File: src/rtl/store_buffer_if.sv
// Store-buffer bundle: CPU store/load ports and data-memory write/read ports.
// The slave modport is the buffer itself; the master modport is its environment.
interface store_buffer_if #(
  parameter int DATA_WIDTH = 32,
  parameter int DEPTH      = 4
);
  logic                      st_valid;
  logic [DATA_WIDTH-1:0]     st_addr;
  logic [DATA_WIDTH-1:0]     st_data;
  logic                      st_ready;
  logic [DATA_WIDTH-1:0]     ld_addr;
  logic [DATA_WIDTH-1:0]     ld_data;
  logic                      ld_hit;
  logic                      mem_we;
  logic [DATA_WIDTH-1:0]     mem_w_addr;
  logic [DATA_WIDTH-1:0]     mem_wd;
  logic                      mem_wready;
  logic [DATA_WIDTH-1:0]     mem_r_addr;
  logic [DATA_WIDTH-1:0]     mem_rd;
  logic [$clog2(DEPTH):0]    count;
  logic                      empty;

  modport slave (
    input  st_valid, st_addr, st_data, ld_addr, mem_wready, mem_rd,
    output st_ready, ld_data, ld_hit, mem_we, mem_w_addr, mem_wd,
           mem_r_addr, count, empty
  );

  modport master (
    output st_valid, st_addr, st_data, ld_addr, mem_wready, mem_rd,
    input  st_ready, ld_data, ld_hit, mem_we, mem_w_addr, mem_wd,
           mem_r_addr, count, empty
  );
endinterface

File: src/rtl/store_buffer.sv
// Circular-FIFO store buffer draining into data memory, with optional load forwarding.
// Define SB_FWD_EN to build the youngest-match forwarding path; otherwise loads always read memory.
module store_buffer #(
  parameter int DATA_WIDTH = 32,
  parameter int DEPTH      = 4
) (
  input  logic          clk,
  input  logic          rst_n,
  store_buffer_if.slave sb
);
  localparam int AW = (DEPTH > 1) ? $clog2(DEPTH) : 1;
  localparam int CW = AW + 1;
  localparam logic [CW-1:0] FULL_CNT = CW'(DEPTH);
  localparam logic [AW-1:0] PTR_ONE  = AW'(1'b1);
  localparam logic [CW-1:0] CNT_ONE  = CW'(1'b1);

  logic [DATA_WIDTH-1:0] addr_q [DEPTH];
  logic [DATA_WIDTH-1:0] data_q [DEPTH];
  logic [AW-1:0]         head_q, head_d;
  logic [AW-1:0]         tail_q, tail_d;
  logic [CW-1:0]         count_q, count_d;
  logic                  enq_s, deq_s, empty_s, full_s;

  assign full_s  = (count_q == FULL_CNT);
  assign empty_s = (count_q == {CW{1'b0}});
  assign enq_s   = sb.st_valid && !full_s;
  assign deq_s   = !empty_s && sb.mem_wready;

  // Next-state pointers and occupancy; simultaneous enqueue and retire leave count unchanged.
  always_comb begin
    head_d  = head_q;
    tail_d  = tail_q;
    count_d = count_q;
    if (enq_s) begin
      tail_d = tail_q + PTR_ONE;
    end else begin
      tail_d = tail_q;
    end
    if (deq_s) begin
      head_d = head_q + PTR_ONE;
    end else begin
      head_d = head_q;
    end
    case ({enq_s, deq_s})
      2'b10:   count_d = count_q + CNT_ONE;
      2'b01:   count_d = count_q - CNT_ONE;
      default: count_d = count_q;
    endcase
  end

  // Pointer and count registers; reset discards every pending entry at once.
  always_ff @(posedge clk or negedge rst_n) begin
    if (!rst_n) begin
      head_q  <= {AW{1'b0}};
      tail_q  <= {AW{1'b0}};
      count_q <= {CW{1'b0}};
    end else begin
      head_q  <= head_d;
      tail_q  <= tail_d;
      count_q <= count_d;
    end
  end

  // Entry storage is left unreset: occupancy alone decides what may drain or forward.
  always_ff @(posedge clk) begin
    if (enq_s) begin
      addr_q[tail_q] <= sb.st_addr;
      data_q[tail_q] <= sb.st_data;
    end
  end

  assign sb.st_ready   = !full_s;
  assign sb.count      = count_q;
  assign sb.empty      = empty_s;
  assign sb.mem_we     = deq_s;
  assign sb.mem_w_addr = addr_q[head_q];
  assign sb.mem_wd     = data_q[head_q];
  assign sb.mem_r_addr = sb.ld_addr;

`ifdef SB_FWD_EN
  logic [DEPTH-1:0]      match_s;
  logic                  fwd_hit_s;
  logic [DATA_WIDTH-1:0] fwd_data_s;

  // Walk entries oldest to youngest so the youngest match wins; a same-cycle enqueue is not yet counted.
  always_comb begin
    match_s    = {DEPTH{1'b0}};
    fwd_hit_s  = 1'b0;
    fwd_data_s = {DATA_WIDTH{1'b0}};
    for (int i = 0; i < DEPTH; i++) begin
      match_s[i] = (CW'(i) < count_q) &&
                   (addr_q[head_q + AW'(i)] == sb.ld_addr);
      fwd_hit_s  = fwd_hit_s | match_s[i];
      fwd_data_s = match_s[i] ? data_q[head_q + AW'(i)] : fwd_data_s;
    end
  end

  assign sb.ld_hit  = fwd_hit_s;
  assign sb.ld_data = fwd_hit_s ? fwd_data_s : sb.mem_rd;
`else
  assign sb.ld_hit  = 1'b0;
  assign sb.ld_data = sb.mem_rd;
`endif

endmodule

File: src/flat_wrapper.sv
// flat-port wrapper written by rule: the top's interface ports become plain ports
module store_buffer_flat 
#(
  parameter int DATA_WIDTH = 32,
  parameter int DEPTH      = 4
)
  (clk, rst_n, sb_st_valid, sb_st_addr, sb_st_data, sb_ld_addr, sb_mem_wready, sb_mem_rd, sb_st_ready, sb_ld_data, sb_ld_hit, sb_mem_we, sb_mem_w_addr, sb_mem_wd, sb_mem_r_addr, sb_count, sb_empty);
  store_buffer_if #(.DATA_WIDTH(DATA_WIDTH), .DEPTH(DEPTH)) sb_i ();
  input  logic clk;
  input  logic rst_n;
  input wire logic [$bits(sb_i.st_valid)-1:0] sb_st_valid;
  input wire logic [$bits(sb_i.st_addr)-1:0] sb_st_addr;
  input wire logic [$bits(sb_i.st_data)-1:0] sb_st_data;
  input wire logic [$bits(sb_i.ld_addr)-1:0] sb_ld_addr;
  input wire logic [$bits(sb_i.mem_wready)-1:0] sb_mem_wready;
  input wire logic [$bits(sb_i.mem_rd)-1:0] sb_mem_rd;
  output wire logic [$bits(sb_i.st_ready)-1:0] sb_st_ready;
  output wire logic [$bits(sb_i.ld_data)-1:0] sb_ld_data;
  output wire logic [$bits(sb_i.ld_hit)-1:0] sb_ld_hit;
  output wire logic [$bits(sb_i.mem_we)-1:0] sb_mem_we;
  output wire logic [$bits(sb_i.mem_w_addr)-1:0] sb_mem_w_addr;
  output wire logic [$bits(sb_i.mem_wd)-1:0] sb_mem_wd;
  output wire logic [$bits(sb_i.mem_r_addr)-1:0] sb_mem_r_addr;
  output wire logic [$bits(sb_i.count)-1:0] sb_count;
  output wire logic [$bits(sb_i.empty)-1:0] sb_empty;
  assign sb_i.st_valid = sb_st_valid;
  assign sb_i.st_addr = sb_st_addr;
  assign sb_i.st_data = sb_st_data;
  assign sb_i.ld_addr = sb_ld_addr;
  assign sb_i.mem_wready = sb_mem_wready;
  assign sb_i.mem_rd = sb_mem_rd;
  assign sb_st_ready = sb_i.st_ready;
  assign sb_ld_data = sb_i.ld_data;
  assign sb_ld_hit = sb_i.ld_hit;
  assign sb_mem_we = sb_i.mem_we;
  assign sb_mem_w_addr = sb_i.mem_w_addr;
  assign sb_mem_wd = sb_i.mem_wd;
  assign sb_mem_r_addr = sb_i.mem_r_addr;
  assign sb_count = sb_i.count;
  assign sb_empty = sb_i.empty;
  store_buffer #(.DATA_WIDTH(DATA_WIDTH), .DEPTH(DEPTH)) u_core (.clk(clk), .rst_n(rst_n), .sb(sb_i));
endmodule
File: config.mk
export PLATFORM = sky130hd
export DESIGN_NAME = store_buffer_flat
export DESIGN_NICKNAME = d
export VERILOG_FILES = /design/src/rtl/store_buffer_if.sv /design/src/rtl/store_buffer.sv /design/src/flat_wrapper.sv
export SDC_FILE = /design/constraint.sdc
export NUM_CORES = 1
export LEC_CHECK = 0
export CAP_MARGIN = 0
export CORE_AREA = 2 2 155 157
export DETAILED_ROUTE_END_ITERATION = 7
export DIE_AREA = 0 0 157 159
export PLACE_DENSITY = 0.73
export SLEW_MARGIN = 20
export SYNTH_ARGS = -nofsm -noshare
export SYNTH_HDL_FRONTEND = slang
export SYNTH_SLANG_ARGS = --single-unit
File: constraint.sdc
create_clock -name clk -period 2.17 [get_ports clk]
set_clock_uncertainty 0.2 [all_clocks]
set_input_delay 0.217 -clock clk [delete_from_list [all_inputs] [get_ports clk]]
set_output_delay 0.217 -clock clk [all_outputs]
set_load 0.01 [all_outputs]
==> out/qor.csv, run 1 <==
stage,metric,value,unit
clock_tree,clkSlewWorstSetupHoldPaths,0.06,ns
clock_tree,cts_buffers,27,
sta,setup_ws,-0.328,ns
logic_synthesis,ys_ff_latch,263,
clock_tree,cts.sinks,263,
sta,hold_violations,0,
drt,wl_per_cell,21.3,microns
floorplanning,die_y,159,microns
logic_synthesis,synth_cell_types,22,
worst_setup_path,critPathMaxFanout,6,
placement,io_buffers,137,
layout,finalInstanceArea,0.0130,sq mm
pwr,ir_worst_vdd,845,uV
logic_synthesis,synthArstFlopShare,0.0266,
drt,firstDrtPassIters,7,
floorplanning,pin_count,267,
layout,fillers,1704,
logic_synthesis,postSynthAreaPerCell,23.2,sq um
sta,fin_crit_sh,1.15,
sta,setup_violations,65,
layout,layout_common_cells,"edfxtp_1 (256), clkdlybuf4s50_1 (70), mux4_2 (64), buf_6 (62), clkbuf_16 (27)",
drt,first_iter_violations,230,
sta,rsz0062_at_grt,yes,
floorplanning,start_util,0.437,
layout,final_common_cell,edfxtp_1,
placement,dp.cells,836,
clock_tree,clockRootBuffer,clkbuf_16,
drt,drc,0,
global_routing,grt_max_degree,40,
layout,antenna_cells,0,
floorplanning,core_area,0.0232,sq mm
outcome,violations,negative setup slack,
worst_setup_path,cpLargestDelayFamily,buffers and inverters,
sta,min_period,2.50,ns
logic_synthesis,synth_area,0.0101,sq mm
worst_setup_path,cp_common_cell,buf_12,
clock_tree,h-tree-depth,1,
drt,via_per_inst,5.10,
clock_tree,cts_buffer_depth,3,
drt,num_vias,4645,
placement,finalWeightedCongestion,0.663,
job,drv_cap,0,
logic_synthesis,syn_inst,437,
clock_tree,tritoncts,done,
layout,stdcell_count,910,
hold_path,hold_path.class,primary input to register,
sta,maxSlewViolCount,0,
floorplanning,die-area,0.0250,sq mm
logic_synthesis,synthesis.nets,575,
pwr,power.density,1420,mW/mm^2
global_routing,grt_pass1_vias,5136,
worst_setup_path,critPathMaxStageDelay,0.52,ns
sta,max_freq,400,MHz
worst_setup_path,worst-setup-path-type,register to primary output,
logic_synthesis,synth.yosys.warnings,0,
drt,drtAntennaViolNets,0,
logic_synthesis,yosysSeqAreaShare,0.776,
layout,fin_nets,708,
worst_setup_path,crit_slowest_cell,dfrtp_4,
floorplanning,fp-row-count,56,
global_routing,track_usage,0.158,
placement,dp_hpwl,11.3,mm
worst_setup_path,crit_buf_inv,4,
worst_setup_path,end_kind,primary output,
worst_setup_path,start_kind,register,
sta,setup_tns,-15.39,ns
global_routing,antenna_found_initial,0,
placement,post_dp_cell_area,0.0117,sq mm
logic_synthesis,synth_edf_count,256,
clock_tree,clock_latency,0.52,ns
outcome,outcome,finished with violations,
worst_setup_path,path_cells,buf_12 > buf_12 > buf_16 > mux4_2 > buf_6,
layout,drive_above_1_share,0.396,
sta,hold_slack,0.117,ns
worst_setup_path,cp.arrival,2.08,ns
drt,drt-total-wl,19.4,mm
global_routing,overflow,0,
logic_synthesis,ys.flop_type,edfxtp_1,
layout,final_util,0.561,
pwr,p_leak,0.00443,uW
floorplanning,die_w,157,microns
layout,areaGrowthSynthToFinish,28.5,%
worst_setup_path,worstPathRequired,1.75,ns
global_routing,grt_pass1_wl,29.9,mm
[worst paths after layout]
| path | from | end | slack (ns) | cells after the start |
|---|---|---|---|---|
| max in group asynchronous | rst_n | u_core.head_q[0] | 1.18 | 2 |
| min reg2reg | u_core.tail_q[1] | u_core.tail_q[1] | 0.39 | 1 |
| max reg2reg | u_core.sb.count[1] | u_core.sb.count[2] | -0.05 | 9 |
| min | sb_st_addr[24] | u_core.addr_q[0][24] | 0.12 | 1 |
| max | u_core.head_q[0] | sb_mem_wd[2] | -0.33 | 5 |
| min in group asynchronous | rst_n | u_core.head_q[1] | 0.30 | 2 |
[state kept, by name (all words and copies together), names as in the netlist]
signal,cells
u_core.tail_q,2
u_core.sb.count,3
u_core.data_q,128
u_core.head_q,2
u_core.addr_q,128
[final cells by class]
cell class / instances / area (sq um) / share of cell area
sequential: 263 / 7870 / 0.605
timing repair buffer: 183 / 2130 / 0.164
multi-input combinational: 89 / 1720 / 0.132
clock buffer: 29 / 683 / 0.0525
tap: 319 / 399 / 0.0307
clock inverter: 21 / 193 / 0.0148
inverter: 6 / 22.5 / 0.00173
[timing repair]
action | CTS | global route
setup buffers | 19 | 4
pin swaps | 2 | 4
gates cloned | 6 | 0
endpoints found under the setup margin | 68 | 66
endpoints found under the hold margin | 7 | 0
gates resized for setup | 331 | 32
hold buffers | 1 | 0
[cells by family after synthesis]
group,share of synthesized area
adders and majority gates,0.00815
other,0.000370
buffers and inverters,0.0582
DFF,0.776
and+or+nand+nor,0.00617
AOI/OAI and AO/OA,0.000988
xor gates and xnor gates,0.00519
muxes,0.145
[cells in the mapped netlist, types with 2 or more instances]
master    number  share of area
and3_2         4         0.0030
buf_1          2        0.00074
buf_2          6         0.0030
buf_4         70          0.052
dfrtp_1        7          0.017
edfxtp_1     256           0.76
ha_1           5         0.0062
inv_1          6         0.0022
mux4_2        64           0.14
xnor2_1        3         0.0026
xor2_1         3         0.0026
[routing by layer]
layer | global-route usage | vias to the layer above | share of wire
li1 | - | 2001 | -
met4 | 0.0400 | 0 | 0.026
met2 | 0.276 | 198 | 0.52
met5 | 0 | - | 0
met1 | 0.191 | 2397 | 0.38
met3 | 0.0468 | 49 | 0.076
[power breakdown]
| group | switching, uW | leakage [uW] | total [uW] | internal [uW] |
|---|---|---|---|---|
| Clock | 1850 | 0.000435 | 4490 | 2640 |
| Sequential | 268 | 0.00242 | 6990 | 6730 |
| Combinational | 3000 | 0.00158 | 7020 | 4020 |
| Total | 5120 | 0.00443 | 18500 | 13400 |
[through the flow]
stage	total power [uW]	setup slack, ns
after global routing	19400	-0.382
after detailed placement	13100	-0.0780
final	18500	-0.328
after floorplan	10200	-0.0897
after global placement	13000	-0.0628
after CTS	18500	-0.365
[worst register-to-register path: cells and delay by family (launching register included)]
family / cells / cell delay [ns]
xor+xnor: 2 / 0.33
fa+ha+maj: 2 / 0.45
buf+inv: 2 / 0.09
flops: 1 / 0.38
simple gates: 3 / 0.68
(Power assumes the default switching activity.)
==> run 2, diff against run 1 <==
--- a/config.mk
+++ b/config.mk
@@ -6,10 +6,12 @@
 export NUM_CORES = 1
 export LEC_CHECK = 0
 export CAP_MARGIN = 0
-export CORE_AREA = 2 2 155 157
+export CORE_AREA = 2 2 154 156
+export CTS_BUF_LIST = sky130_fd_sc_hd__clkbuf_4
 export DETAILED_ROUTE_END_ITERATION = 7
-export DIE_AREA = 0 0 157 159
-export PLACE_DENSITY = 0.73
+export DIE_AREA = 0 0 156 158
+export PLACE_DENSITY = 0.74
+export SKIP_CTS_REPAIR_TIMING = 1
 export SLEW_MARGIN = 20
 export SYNTH_ARGS = -nofsm -noshare
 export SYNTH_HDL_FRONTEND = slang
==> run 2 against run 1 <==
Against the previous run: the flow still finishes with violations (negative setup slack); register-to-register slack improved by 0.02 ns; sequential power about the same; flip-flop and latch count unchanged; critical path depth shrank 1; via count rose by 9.1%; die area fell by 1.3%; worst setup slack lost 0.023 ns.
==> out/qor.csv, run 2 (synthesis results as in run 1) <==
stage,metric,value,unit
floorplanning,die_y,158,microns
sta,fin_crit_sh,1.16,
clock_tree,cts.sinks,263,
hold_path,whs_path_depth,1,
pwr,power.density,1320,mW/mm^2
worst_setup_path,worst-setup-path-type,register to primary output,
outcome,violations,negative setup slack,
worst_setup_path,reg2reg_slack,-0.03,ns
job,drv_cap,0,
layout,antenna_cells,0,
sta,hold_violations,0,
drt,num_vias,5066,
pwr,p_leak,0.00474,uW
layout,final_common_cell,edfxtp_1,
drt,drc,0,
placement,finalWeightedCongestion,0.729,
layout,ff_latch_area,0.00787,sq mm
worst_setup_path,worstPathRequired,1.75,ns
clock_tree,clkSlewWorstSetupHoldPaths,0.06,ns
global_routing,track_usage,0.172,
hold_path,hp-start,sb_st_data[27],
layout,fin_nets,803,
outcome,outcome,finished with violations,
drt,drt-total-wl,22.5,mm
worst_setup_path,cp.arrival,2.10,ns
clock_tree,tritoncts,done,
clock_tree,cts_buffers,68,
hold_path,min_to,u_core.data_q[1][27],
placement,dp_hpwl,13.3,mm
pwr,ir_worst_vdd,689,uV
placement,pre_cts_ws,-0.0682,ns
worst_setup_path,end_kind,primary output,
floorplanning,pin_count,267,
layout,layout_common_cells,"edfxtp_1 (256), clkbuf_4 (103), clkdlybuf4s50_1 (67), mux4_2 (64), dlygate4sd3_1 (57)",
clock_tree,h-tree-depth,3,
sta,min_period,2.52,ns
floorplanning,die-area,0.0246,sq mm
placement,io_buffers,137,
worst_setup_path,r2r_start,u_core.sb.count[0],
layout,areaGrowthSynthToFinish,30.0,%
clock_tree,cts_buffer_depth,3,
global_routing,antenna_found_initial,0,
sta,max_freq,397,MHz
sta,maxSlewViolCount,0,
layout,fillers,1660,
sta,setup_ws,-0.352,ns
hold_path,hold_path.class,primary input to register,
layout,drive_above_1_share,0.407,
global_routing,grt_pass1_vias,5355,
worst_setup_path,r2r_end,u_core.sb.count[2],
sta,setup_violations,65,
layout,stdcell_count,1007,
global_routing,grt_pass1_wl,30.6,mm
placement,dp.cells,809,
floorplanning,fp-row-count,56,
clock_tree,clockRootBuffer,clkbuf_4,
worst_setup_path,r2r_cells,9,
worst_setup_path,start_kind,register,
drt,via_per_inst,5.03,
clock_tree,clock_latency,0.64,ns
drt,drtAntennaViolNets,0,
global_routing,grt_max_degree,54,
floorplanning,die_w,156,microns
floorplanning,core_area,0.0231,sq mm
floorplanning,start_util,0.439,
drt,wl_per_cell,22.3,microns
worst_setup_path,critPathMaxFanout,9,
drt,firstDrtPassIters,4,
sta,setup_tns,-19.90,ns
layout,multi_input_area,0.00170,sq mm
drt,first_iter_violations,258,
global_routing,overflow,0,
sta,rsz0062_at_grt,yes,
[run 2: routing by layer]
metal / up-vias / wire [microns] / track usage
met5: - / 0 / 0
met4: 0 / 1230 / 0.128
met3: 90 / 1390 / 0.0515
met2: 189 / 12100 / 0.302
met1: 2557 / 7780 / 0.173
li1: 2230 / - / -
[run 2: worst max-delay path, cell delays in order, from the launching register on]
cell and delay, ns:
dfrtp_4 0.47, buf_4 0.15, buf_12 0.14, mux4_2 0.51, dlymetal6s2s_1 0.19
[run 2: per-stage QoR]
stage | area (sq um) | util | power, uW | hold slack [ns]
2_1_floorplan | 10100 | - | 10200 | -0.279
3_3_place_gp | 11600 | 0.503 | 13000 | 0.234
3_5_place_dp | 11600 | 0.503 | 13100 | 0.234
4_1_cts | 12500 | 0.544 | 17600 | -0.412
5_1_grt | 13200 | 0.571 | 18300 | 0.00212
6_report | 13200 | 0.571 | 17400 | 0.0282
[run 2: worst max-delay path by stage]
stage | cells past startpoint | to | start | slack [ns]
global route | 4 | sb_mem_w_addr[6] | u_core.head_q[0] | -0.46
CTS | 3 | sb_mem_w_addr[20] | u_core.head_q[0] | -0.80
global placement | 3 | sb_mem_wd[11] | u_core.head_q[0] | -0.06
finish | 4 | sb_mem_wd[5] | u_core.head_q[0] | -0.35
detailed placement | 3 | sb_mem_wd[11] | u_core.head_q[0] | -0.07
floorplan | 9 | u_core.sb.count[2] | u_core.sb.count[1] | -0.09
[run 2: area by class of cell]
| cell class | instances | share of cell area |
|---|---|---|
| tap | 290 | 0.0276 |
| sequential | 263 | 0.598 |
| clock buffer | 103 | 0.0587 |
| inverter | 6 | 0.00171 |
| clock inverter | 19 | 0.0121 |
| timing repair buffer | 237 | 0.173 |
| multi-input combinational | 89 | 0.129 |
[run 2: where the power goes]
part | leakage [uW] | total [uW] | switching [uW] | internal (uW)
Clock | 0.000546 | 4440 | 1910 | 2530
Sequential | 0.00242 | 7000 | 273 | 6720
Combinational | 0.00177 | 5960 | 2870 | 3100
==> run 3, diff against run 2 <==
--- a/config.mk
+++ b/config.mk
@@ -10,6 +10,7 @@
 export CTS_BUF_LIST = sky130_fd_sc_hd__clkbuf_4
 export DETAILED_ROUTE_END_ITERATION = 7
 export DIE_AREA = 0 0 156 158
+export GPL_ROUTABILITY_DRIVEN = 0
 export PLACE_DENSITY = 0.74
 export SKIP_CTS_REPAIR_TIMING = 1
 export SLEW_MARGIN = 20
==> results of run 3 <==
No change in the layout: final DEF, timing and power equal those of run 2.
